$ cat src/rtl/alu_arbiter.sv
// Round-robin front end that lets two requesters share one handshaked Hack-style ALU.
// An operation runs grant -> one-cycle ALU clear -> wait for alu_rd_rdy (bounded by TIMEOUT) -> response held until consumed.
module alu_arbiter #(
  parameter int unsigned TIMEOUT = 16
) (
  input  logic        clk,
  input  logic        reset,
  input  logic        ce,

  input  logic        req0_valid,
  output logic        req0_ready,
  input  logic [15:0] req0_x,
  input  logic [15:0] req0_y,
  input  logic [5:0]  req0_ctrl,

  input  logic        req1_valid,
  output logic        req1_ready,
  input  logic [15:0] req1_x,
  input  logic [15:0] req1_y,
  input  logic [5:0]  req1_ctrl,

  output logic        rsp0_valid,
  input  logic        rsp0_ready,
  output logic        rsp1_valid,
  input  logic        rsp1_ready,
  output logic [15:0] rsp_out,
  output logic        rsp_zr,
  output logic        rsp_ng,
  output logic        rsp_err,

  output logic [15:0] alu_x,
  output logic [15:0] alu_y,
  output logic        alu_zx,
  output logic        alu_nx,
  output logic        alu_zy,
  output logic        alu_ny,
  output logic        alu_f,
  output logic        alu_no,
  output logic        alu_reset,
  output logic        alu_ce,

  input  logic [15:0] alu_out,
  input  logic        alu_zr,
  input  logic        alu_ng,
  input  logic        alu_rd_rdy
);

  localparam logic [1:0] S_IDLE  = 2'd0;
  localparam logic [1:0] S_CLEAR = 2'd1;
  localparam logic [1:0] S_BUSY  = 2'd2;
  localparam logic [1:0] S_RESP  = 2'd3;

  localparam logic [7:0] CNT_LAST = 8'(TIMEOUT - 1);

  logic [1:0]  state_q,   state_d;
  logic        ptr_q,     ptr_d;
  logic        owner_q,   owner_d;
  logic [7:0]  cnt_q,     cnt_d;
  logic [15:0] alu_x_q,   alu_x_d;
  logic [15:0] alu_y_q,   alu_y_d;
  logic [5:0]  ctrl_q,    ctrl_d;
  logic [15:0] rsp_out_q, rsp_out_d;
  logic        rsp_zr_q,  rsp_zr_d;
  logic        rsp_ng_q,  rsp_ng_d;
  logic        rsp_err_q, rsp_err_d;

  logic run;
  logic gnt0;
  logic gnt1;
  logic rsp_take;

  // ptr_q holds the last requester granted; on a tie the other one wins.
  assign run  = ce & ~reset;
  assign gnt1 = req1_valid & (~req0_valid | ~ptr_q);
  assign gnt0 = req0_valid & ~gnt1;

  assign req0_ready = run & (state_q == S_IDLE) & gnt0;
  assign req1_ready = run & (state_q == S_IDLE) & gnt1;

  assign rsp_take = run & (state_q == S_RESP) & (owner_q ? rsp1_ready : rsp0_ready);

  always_comb begin
    state_d   = state_q;
    ptr_d     = ptr_q;
    owner_d   = owner_q;
    cnt_d     = cnt_q;
    alu_x_d   = alu_x_q;
    alu_y_d   = alu_y_q;
    ctrl_d    = ctrl_q;
    rsp_out_d = rsp_out_q;
    rsp_zr_d  = rsp_zr_q;
    rsp_ng_d  = rsp_ng_q;
    rsp_err_d = rsp_err_q;

    case (state_q)
      S_IDLE: begin
        if (req0_ready | req1_ready) begin
          owner_d = req1_ready;
          ptr_d   = req1_ready;
          alu_x_d = req1_ready ? req1_x    : req0_x;
          alu_y_d = req1_ready ? req1_y    : req0_y;
          ctrl_d  = req1_ready ? req1_ctrl : req0_ctrl;
          state_d = S_CLEAR;
        end
      end

      S_CLEAR: begin
        cnt_d   = '0;
        state_d = S_BUSY;
      end

      S_BUSY: begin
        // A result arriving on the last allowed cycle still counts as success.
        if (alu_rd_rdy) begin
          rsp_out_d = alu_out;
          rsp_zr_d  = alu_zr;
          rsp_ng_d  = alu_ng;
          rsp_err_d = 1'b0;
          state_d   = S_RESP;
        end else if (cnt_q == CNT_LAST) begin
          rsp_out_d = '0;
          rsp_zr_d  = 1'b0;
          rsp_ng_d  = 1'b0;
          rsp_err_d = 1'b1;
          state_d   = S_RESP;
        end else begin
          cnt_d = cnt_q + 8'd1;
        end
      end

      S_RESP: begin
        if (rsp_take) begin
          state_d = S_IDLE;
        end
      end

      default: state_d = S_IDLE;
    endcase
  end

  always_ff @(posedge clk) begin
    if (reset) begin
      state_q   <= S_IDLE;
      ptr_q     <= 1'b1;
      owner_q   <= 1'b0;
      cnt_q     <= '0;
      alu_x_q   <= '0;
      alu_y_q   <= '0;
      ctrl_q    <= '0;
      rsp_out_q <= '0;
      rsp_zr_q  <= 1'b0;
      rsp_ng_q  <= 1'b0;
      rsp_err_q <= 1'b0;
    end else if (ce) begin
      state_q   <= state_d;
      ptr_q     <= ptr_d;
      owner_q   <= owner_d;
      cnt_q     <= cnt_d;
      alu_x_q   <= alu_x_d;
      alu_y_q   <= alu_y_d;
      ctrl_q    <= ctrl_d;
      rsp_out_q <= rsp_out_d;
      rsp_zr_q  <= rsp_zr_d;
      rsp_ng_q  <= rsp_ng_d;
      rsp_err_q <= rsp_err_d;
    end
  end

  assign rsp0_valid = ~reset & (state_q == S_RESP) & ~owner_q;
  assign rsp1_valid = ~reset & (state_q == S_RESP) &  owner_q;
  assign rsp_out    = rsp_out_q;
  assign rsp_zr     = rsp_zr_q;
  assign rsp_ng     = rsp_ng_q;
  assign rsp_err    = rsp_err_q;

  assign alu_x     = alu_x_q;
  assign alu_y     = alu_y_q;
  assign alu_zx    = ctrl_q[5];
  assign alu_nx    = ctrl_q[4];
  assign alu_zy    = ctrl_q[3];
  assign alu_ny    = ctrl_q[2];
  assign alu_f     = ctrl_q[1];
  assign alu_no    = ctrl_q[0];
  assign alu_reset = reset | (state_q == S_CLEAR);
  assign alu_ce    = run & (state_q == S_BUSY);

endmodule

$ cat config.mk
export PLATFORM = sky130hd
export DESIGN_NAME = alu_arbiter
export DESIGN_NICKNAME = d
export VERILOG_FILES = /design/src/rtl/alu_arbiter.sv
export SDC_FILE = /design/constraint.sdc
export NUM_CORES = 1
export LEC_CHECK = 0
export CORE_MARGIN = 3
export CORE_UTILIZATION = 25
export DETAILED_ROUTE_END_ITERATION = 10
export PLACE_DENSITY_LB_ADDON = 0.2
export SLEW_MARGIN = 20
export SYNTH_ARGS = -nofsm -noshare
export SYNTH_HDL_FRONTEND = slang
export SYNTH_SLANG_ARGS = --single-unit
$ cat constraint.sdc
create_clock -name clk -period 1.61 [get_ports clk]
set_clock_uncertainty 0.15 [all_clocks]
set_input_delay 0.322 -clock clk [delete_from_list [all_inputs] [get_ports clk]]
set_output_delay 0.322 -clock clk [all_outputs]
set_load 0.05 [all_outputs]
Word level (Yosys, flattened, before mapping)
Index checks and enable logic that the tools add are counted.
W data, S select, Z words.
{"block": "word_totals", "register_bits": 69, "inputBits": 102, "output_inout_bits": 63, "word_cells": 67}
{"block": "classes", "add_sub_neg": 1, "eq_ne": 9, "muxes": 19, "n_bitwise": 20, "reduce_logical": 7}
{"cell": "$mux W16", "n": 4}
{"cell": "$mux W8", "n": 2}
{"cell": "$pmux W8 S2", "n": 1}
{"cell": "$and A1 B1 Y1", "n": 12}
{"cell": "$add A8 B1 Y8 const B", "n": 1}
{"cell": "$eq A8 B4 Y1 const B", "n": 1}
{"cell": "$mux W2", "n": 4}
{"cell": "$pmux W2 S4", "n": 1}
{"cell": "$reduce_and A4 Y1", "n": 2}
{"cell": "$mux W1", "n": 6}
{"cell": "$mux W6", "n": 1}
{"cell": "$ne A2 B2 Y1 const B", "n": 3}
{"cell": "$reduce_and A3 Y1", "n": 2}
{"cell": "$not A1 Y1", "n": 5}
{"cell": "$eq A2 B2 Y1 const B", "n": 2}
{"cell": "$reduce_bool A2 Y1", "n": 2}
{"cell": "$ne A3 B3 Y1 const B", "n": 1}
{"cell": "$or A1 B1 Y1", "n": 3}
{"cell": "$eq A2 B1 Y1 const B", "n": 1}
{"cell": "$logic_not A2 Y1", "n": 1}
{"cell": "$ne A2 B1 Y1 const B", "n": 1}

Depth between registers and ports, before layout
Gate-level depths: netlist of the first run.
{"block": "depth", "ltp_word": 9, "ltp_mapped": 7, "depth_no_buf": 6}

Worst setup path after synthesis of the first run
Ideal clock, no wire load.
{"block": "synth_timing", "path_type": "input -> output", "start": "input reset", "end": "output rsp0_valid", "arrival_ps": 1715, "required_time_ps": 1138, "slack_ps": -577, "path_stages": 3, "path_buffers": 2, "path_cell_list": "buf_6 -> buf_6 -> nor3b_1"}
{"block": "synth_via", "elab_chain_cells": 3}
{"item": "start: declaration", "line": "7", "rtl": "input logic reset,"}
{"item": "$not A1 Y1", "line": "169", "rtl": "assign rsp0_valid = ~reset & (state_q == S_RESP) & ~owner_q;"}
{"item": "$and A1 B1 Y1 (2 in series)", "line": "169"}
{"item": "end: declaration", "line": "22", "rtl": "output logic rsp0_valid,"}
No other way between the ends.

Worst setup path after layout of the first run
{"block": "layout_timing", "start": "register state_q[0]", "end": "output req0_ready"}
{"block": "layout_via", "elab_chain_cells": 3}
{"item": "start: declaration", "line": "55", "rtl": "logic [1:0] state_q, state_d;"}
{"item": "start signal: assignment", "line": "155", "rtl": "state_q <= state_d;"}
{"item": "$logic_not A2 Y1", "line": "77", "rtl": "assign req0_ready = run & (state_q == S_IDLE) & gnt0;"}
{"item": "$and A1 B1 Y1 (2 in series)", "line": "77"}
{"item": "end: declaration", "line": "11", "rtl": "output logic req0_ready,"}
No other way between the ends.

==> Flow_metrics.wiki, run 1 <==
{| class="wikitable"
! Metric !! Value
|-
| Fraction of the cycle the final worst path needs || 119%
|-
| Cell Area, Synth || 3210 um2
|-
| Final global-route overflow total || 0
|-
| Proportion of power drawn by flip-flops and latches || 37.0%
|-
| CTS tree || built
|-
| Failing checks || setup timing
|-
| Net switching power of the design || 1.41 mW
|-
| Path class of the lowest-slack min-delay path || reg -> reg
|-
| Input/output buffers || 164
|-
| Pin slew with the least headroom to its limit || 386 ps
|-
| Y dimension of the die || 119 um
|-
| Most area-hungry cell type in the Yosys netlist || dfxtp_1
|-
| Root Driver || clkbuf_16
|-
| Worst hold slack || 344 ps
|-
| Capturing element type of the critical path || output pin
|-
| Total Neg Setup Slack || -8900 ps
|-
| TritonCTS buffer count || 9
|-
| Count of max-cap constraint violations || 0
|-
| Outcome || complete, but fails checks
|-
| Clock network power share || 35.6%
|-
| Smallest setup slack after layout || -313 ps
|-
| Number of detailed-route iterations in the first pass || 4
|-
| Top area cells in the synthesized netlist || dfxtp_1 43%, mux2i_1 14%, a211oi_1 9.1%, nor2_1 5.1%, nand4_1 4.3%
|-
| Drt drc || 0
|-
| Flop and latch count out of synthesis || 69
|-
| Capture instance of the worst register-to-register path || alu_y[9]
|-
| Hold Crit Endpoint || ptr_q
|-
| Pin count of the biggest net entering global routing || 27
|-
| HPWL after detailed placement || 8080 um
|-
| RSZ-0062 raised after global routing || yes
|-
| Detail-routed via count per cell || 4.88
|-
| Final period demand of the worst path || 1920 ps
|-
| Via count of the first global-routing pass || 3657
|-
| Worst relative slew slack || 74.3%
|-
| Post-synthesis net count || 458
|-
| Worst supply voltage drop on vdd || 0.464 mV
|-
| Global-route total usage across every layer || 16.1%
|-
| Post-synth top area share || 43.0%
|-
| Proportion of synthesized chip area in sequential cells || 43.0%
|-
| Buffer levels on the longest clock path || 2
|-
| Clk sinks || 69
|-
| Final GP Congestion || 0.806
|-
| Final number of setup-violating endpoints || 58
|-
| Effective utilization at floorplan || 26.1%
|-
| Highest Clock Rate || 0.520 GHz
|-
| Starting DRT DRC Count || 161
|-
| Worst R2R Path Depth || 9
|-
| Max Slew Vio Count || 0
|-
| Gate power share || 27.4%
|-
| Avg Inst Size Synth || 9.18 um2
|-
| Share of final-layout standard cells stronger than drive strength 1 || 40.4%
|-
| First-pass GRT wire length || 18700 um
|-
| Internal power component || 3.65 mW
|-
| Number of hold buffers added after cts || 0
|-
| Sort of element at the start of the critical path || flop
|-
| Worst endpoint data arrival time || 1450 ps
|-
| Final Hold Fails || 0
|-
| Number of core rows || 40
|-
| Slack of the worst reg-to-reg path || -260 ps
|-
| Hold wc startpoint || ptr_q
|-
| Power density of the placed cells || 733 nW/um2
|-
| Reg-to-reg critical path startpoint || state_q[0]
|-
| H-tree depth || 3
|-
| Reg clk slew, reported paths || 50 ps
|-
| Fraction of synthesis flops using an asynchronous set or reset pin || 0%
|-
| Gate count of the mapped netlist || 350
|-
| CP Class || reg -> out
|-
| Number of cells traversed by the worst hold path || 2
|-
| Largest fanout on the critical path || 4
|-
| Width of the die || 119 um
|-
| Diode insertion count for antenna repair || 0
|-
| Sw frac || 27.8%
|-
| Initial antenna violation count || 0
|-
| Total of warnings raised by yosys || 0
|-
| Number of unique standard cell types used by synthesis || 38
|-
| Area growth from synthesis to final layout || 114%
|-
| Full die area || 14300 um2
|-
| Wire length after detailed routing || 12000 um
|-
| Overall via count from detail_route || 3551
|-
| Num ports || 165
|-
| Average wire per cell in the routed design || 16.5 um
|-
| Leakage || 2.82 nW
|-
| Clk_lat worst skew || 330 ps
|-
| Most used DFF post-synth || dfxtp_1
|-
| Data required time at the worst endpoint || 1140 ps
|-
| Final nets || 665
|-
| Number of synthesized flops with an enable pin || 0
|-
| Core area || 12300 um2
|-
| Number of antenna-violating nets in the routed design || 0
|}
Yosys cell counts (all sizes together) (2+ instances only):
cell type,n
o2111ai,3
o21ai,24
or3,6
a21boi,2
a211oi,39
dfxtp,69
clkbuf,25
nor2,44
and3,3
and3b,2
buf,7
a21oi,22
ha,6
nand3,3
inv,4
nand4,22
o211ai,2
mux2i,44
nand2,11
layer usage:
layer / wire (um) / GRT usage (%) / vias up
met5: 0 / 0 / -
met4: 79 / 2.79 / 0
met3: 1190 / 7.98 / 9
met2: 5860 / 27.2 / 140
met1: 4920 / 18.6 / 1686
li1: - / - / 1716
flip-flops by register name, indices dropped and copies added, names as in the netlist:
register  flops
alu_y        16
state_q       2
rsp_ng        1
cnt_q         8
alu_x        16
owner_q       1
rsp_err       1
rsp_zr        1
rsp_out      16
ptr_q         1
ctrl_q        6
how the worst max path moves through the flow:
stage                     slack [ps]  depth (start not counted)       start    endpoint
final                           -310                          6  state_q[0]  req0_ready
after global routing            -390                          6  state_q[1]  req0_ready
after CTS                       -310                          6  state_q[0]  req0_ready
after detailed placement        -530                          6          ce    alu_x[3]
after global placement          -460                          6          ce   alu_y[14]
after floorplan                  -90                          5  state_q[0]  req0_ready
cell type report:
class                   instances  area (um2)
well taps                     168         210
fillers                      1045        5420
flip-flops and latches         69        1390
inverters                       4        21.3
repair buffers                228        3000
clock buffers                  12         256
multi-input cells             245        2000
clock inverters                 2        10.0
timing repair:
action / 4_1_cts / 5_1_grt
endpoints found under the hold margin: 0 / 0
pin swaps: 37 / 19
buffers inserted: 7 / 6
setup endpoints to repair: 74 / 75
gates cloned: 4 / 4
resized for setup: 63 / 65
critical path, stage by stage, from the launching register on:
cell,delay (ps)
dfxtp_2,330
inv_4,90
ha_4,150
nand4_1,140
buf_6,170
nor2_4,100
buf_12,140
cells by family after synthesis:
group | after synthesis | share of synthesized area [%]
fa+ha+maj | 6 | 2.34
simple gates | 99 | 15.4
buf+inv | 36 | 5.99
compound gates | 96 | 19.6
mux | 44 | 13.7
flops | 69 | 43.0
per-stage QoR:
| step | worst slack [ps] | area, um2 | utilization (%) | std cells | power [mW] |
|---|---|---|---|---|---|
| after floorplan | -87.9 | 3280 | - | 350 | 2.42 |
| after global placement | -459 | 5920 | 48.1 | 695 | 3.12 |
| after detailed placement | -525 | 5920 | 48.1 | 695 | 3.13 |
| after CTS | -308 | 6540 | 53.1 | 720 | 5.07 |
| after global routing | -392 | 6890 | 56.0 | 728 | 5.28 |
| final | -313 | 6890 | 56.0 | 728 | 5.05 |
power by group through the flow:
stage	Clock, mW	Combinational (mW)	Sequential, mW
global placement	0	1.22	1.90
detailed placement	0	1.23	1.90
floorplan	0	0.321	2.10
global route	1.95	1.45	1.88
CTS	1.89	1.32	1.87
finish	1.80	1.38	1.87
layout by cell type (no fill, tap or decap), types with 2 or more instances in the layout:
cell,Yosys,layout
nor2_4,0,2
o21ai_0,22,2
clkdlybuf4s50_1,0,97
buf_4,2,38
buf_8,0,3
dfxtp_2,0,7
nor2_2,0,8
o21ai_1,0,2
inv_2,1,2
o2111ai_2,0,2
o21ai_4,0,2
ha_1,6,2
a21oi_2,0,4
nand2_2,0,3
clkinv_2,0,2
buf_16,0,4
or3_1,6,6
dfxtp_1,69,62
a211oi_2,0,13
clkbuf_16,0,12
clkbuf_8,3,2
nand3_1,3,2
o21ai_2,2,18
ha_4,0,4
mux2i_1,44,42
nor2_1,44,34
buf_6,2,11
nand4_1,22,22
buf_12,0,68
a211oi_1,39,26
and3_4,0,2
o211ai_1,2,2
nand2_1,11,8
mux2i_2,0,2
dlygate4sd2_1,0,3
a21oi_1,22,17
Power figures use the tool's default switching activity.
==> inputs of run 2 (changes only) <==
--- a/config.mk
+++ b/config.mk
@@ -5,10 +5,10 @@
 export SDC_FILE = /design/constraint.sdc
 export NUM_CORES = 1
 export LEC_CHECK = 0
-export CORE_MARGIN = 3
 export CORE_UTILIZATION = 25
 export DETAILED_ROUTE_END_ITERATION = 10
-export PLACE_DENSITY_LB_ADDON = 0.2
+export PLACE_DENSITY = 0.62
+export SKIP_CTS_REPAIR_TIMING = 1
 export SLEW_MARGIN = 20
 export SYNTH_ARGS = -nofsm -noshare
 export SYNTH_HDL_FRONTEND = slang
==> Flow_metrics.wiki, run 2 (same netlist as run 1, synthesis figures left out) <==
{| class="wikitable"
! Metric !! Value
|-
| Clock network power share || 41.0%
|-
| Worst hold slack || 319 ps
|-
| Global-route total usage across every layer || 15.7%
|-
| Finished Layout Cells || 730
|-
| Full die area || 13300 um2
|-
| Hold wc startpoint || reset
|-
| Sw frac || 26.7%
|-
| Total chip power || 5.39 mW
|-
| Buffer levels on the longest clock path || 2
|-
| Width of the die || 115 um
|-
| Startpoint of the most critical setup path || ce
|-
| Wire length after detailed routing || 10600 um
|-
| Most common cell after layout, fill and taps aside || clkdlybuf4s50_1
|-
| Data required time at the worst endpoint || 1140 ps
|-
| Share of final-layout standard cells stronger than drive strength 1 || 35.5%
|-
| Diode insertion count for antenna repair || 0
|-
| Smallest setup slack after layout || -328 ps
|-
| Capturing element type of the critical path || output pin
|-
| Number of core rows || 41
|-
| Pin count of the biggest net entering global routing || 37
|-
| Proportion of power drawn by flip-flops and latches || 34.8%
|-
| Outcome || complete, but fails checks
|-
| Sort of element at the start of the critical path || primary input
|-
| Power density of the placed cells || 807 nW/um2
|-
| Cell with the largest stage delay on the worst path || clkdlybuf4s50_1
|-
| Max Slew Vio Count || 0
|-
| Root Driver || clkbuf_16
|-
| Internal power component || 3.95 mW
|-
| Number of cells traversed by the worst hold path || 4
|-
| Worst endpoint data arrival time || 1470 ps
|-
| RSZ-0062 raised after global routing || yes
|-
| Effective utilization at floorplan || 25.6%
|-
| H-tree depth || 3
|-
| Num ports || 165
|-
| Number of detailed-route iterations in the first pass || 4
|-
| Reg clk slew, reported paths || 50 ps
|-
| Initial antenna violation count || 0
|-
| Highest Clock Rate || 0.516 GHz
|-
| HPWL after detailed placement || 7910 um
|-
| Count of max-cap constraint violations || 0
|-
| Y dimension of the die || 115 um
|-
| Area growth from synthesis to final layout || 108%
|-
| Number of placed instances, taps included || 703
|-
| Fraction of the cycle the final worst path needs || 120%
|-
| CTS tree || built
|-
| Starting DRT DRC Count || 138
|-
| Final global-route overflow total || 0
|-
| Ordered cell list for the critical path || clkdlybuf4s50_1, buf_6, nand4_1, buf_4, nor2_4, buf_12
|-
| Input/output buffers || 164
|-
| Setup WS pre-CTS || -480 ps
|-
| Final number of setup-violating endpoints || 41
|-
| Failing checks || setup timing
|-
| Clk sinks || 69
|-
| Worst relative slew slack || 79.2%
|-
| Final Hold Fails || 0
|-
| Detail-routed via count per cell || 4.74
|-
| Average wire per cell in the routed design || 14.5 um
|-
| Worst R2R Path Depth || 4
|-
| Final period demand of the worst path || 1940 ps
|-
| Path class of the lowest-slack min-delay path || in -> reg
|-
| Total Neg Setup Slack || -4290 ps
|-
| Drt drc || 0
|-
| Pin slew with the least headroom to its limit || 309 ps
|-
| Clk_lat worst skew || 340 ps
|-
| Reg-to-reg critical path startpoint || cnt_q[4]
|-
| First-pass GRT wire length || 16300 um
|-
| Final nets || 661
|-
| Longest individual stage delay on the worst path || 470 ps
|-
| Worst supply voltage drop on vdd || 0.477 mV
|-
| Net switching power of the design || 1.44 mW
|-
| Number of antenna-violating nets in the routed design || 0
|-
| Filler cells || 1071
|-
| Commonest cells after routing, fill and taps aside || 97 x clkdlybuf4s50_1, 66 x buf_12, 62 x dfxtp_1
|-
| Core area || 12600 um2
|-
| Gate power share || 24.3%
|-
| TritonCTS buffer count || 9
|-
| Via count of the first global-routing pass || 3481
|-
| Largest fanout on the critical path || 8
|-
| Final GP Congestion || 0.804
|-
| CP Class || in -> out
|-
| Leakage || 2.77 nW
|-
| Overall via count from detail_route || 3462
|}
-- run 2: layout make-up --
class / count / area, um2 / share of cell area, %
Timing Repair Buffer: 223 / 2800 / 41.9
Tap cell: 172 / 215 / 3.22
Clock buffer: 11 / 253 / 3.78
Sequential cell: 69 / 1400 / 20.9
Clock inverter: 5 / 81.3 / 1.22
Multi-Input combinational cell: 246 / 1910 / 28.6
Inverter: 4 / 26.3 / 0.393
-- run 2: metal layers --
metal  GRT usage (%)  vias to the layer above  share of wire [%]
li1                -                     1701                  -
met1            16.8                     1629                 38
met2            27.5                      115                 52
met3            6.38                       17                7.8
met4            6.15                        0                1.6
met5               0                        -                  0
-- run 2: per-stage QoR --
stage / instance area (um2) / util, %
2_1_floorplan: 3280 / -
3_3_place_gp: 5970 / 47.5
3_5_place_dp: 5970 / 47.5
4_1_cts: 6310 / 50.2
5_1_grt: 6690 / 53.2
6_report: 6690 / 53.2
-- run 2: critical path, delay by kind of cell --
kind                   cells  cell delay [ps]
buffers and inverters      4              920
AND/OR/NAND/NOR            2              210
-- run 2: worst paths after layout --
check	end	slack [ps]
setup / recovery	req0_ready	-330
hold / removal	ptr_q	320
setup reg to reg	state_q[0]	-120
hold reg to reg	cnt_q[7]	340
-- run 2: power groups by stage --
stage | clock, mW | sequential, mW | combinational, mW
after global routing | 2.34 | 1.88 | 1.38
after floorplan | 0 | 2.10 | 0.321
final | 2.21 | 1.88 | 1.31
after global placement | 0 | 1.90 | 1.22
after detailed placement | 0 | 1.91 | 1.24
after CTS | 2.26 | 1.87 | 1.24
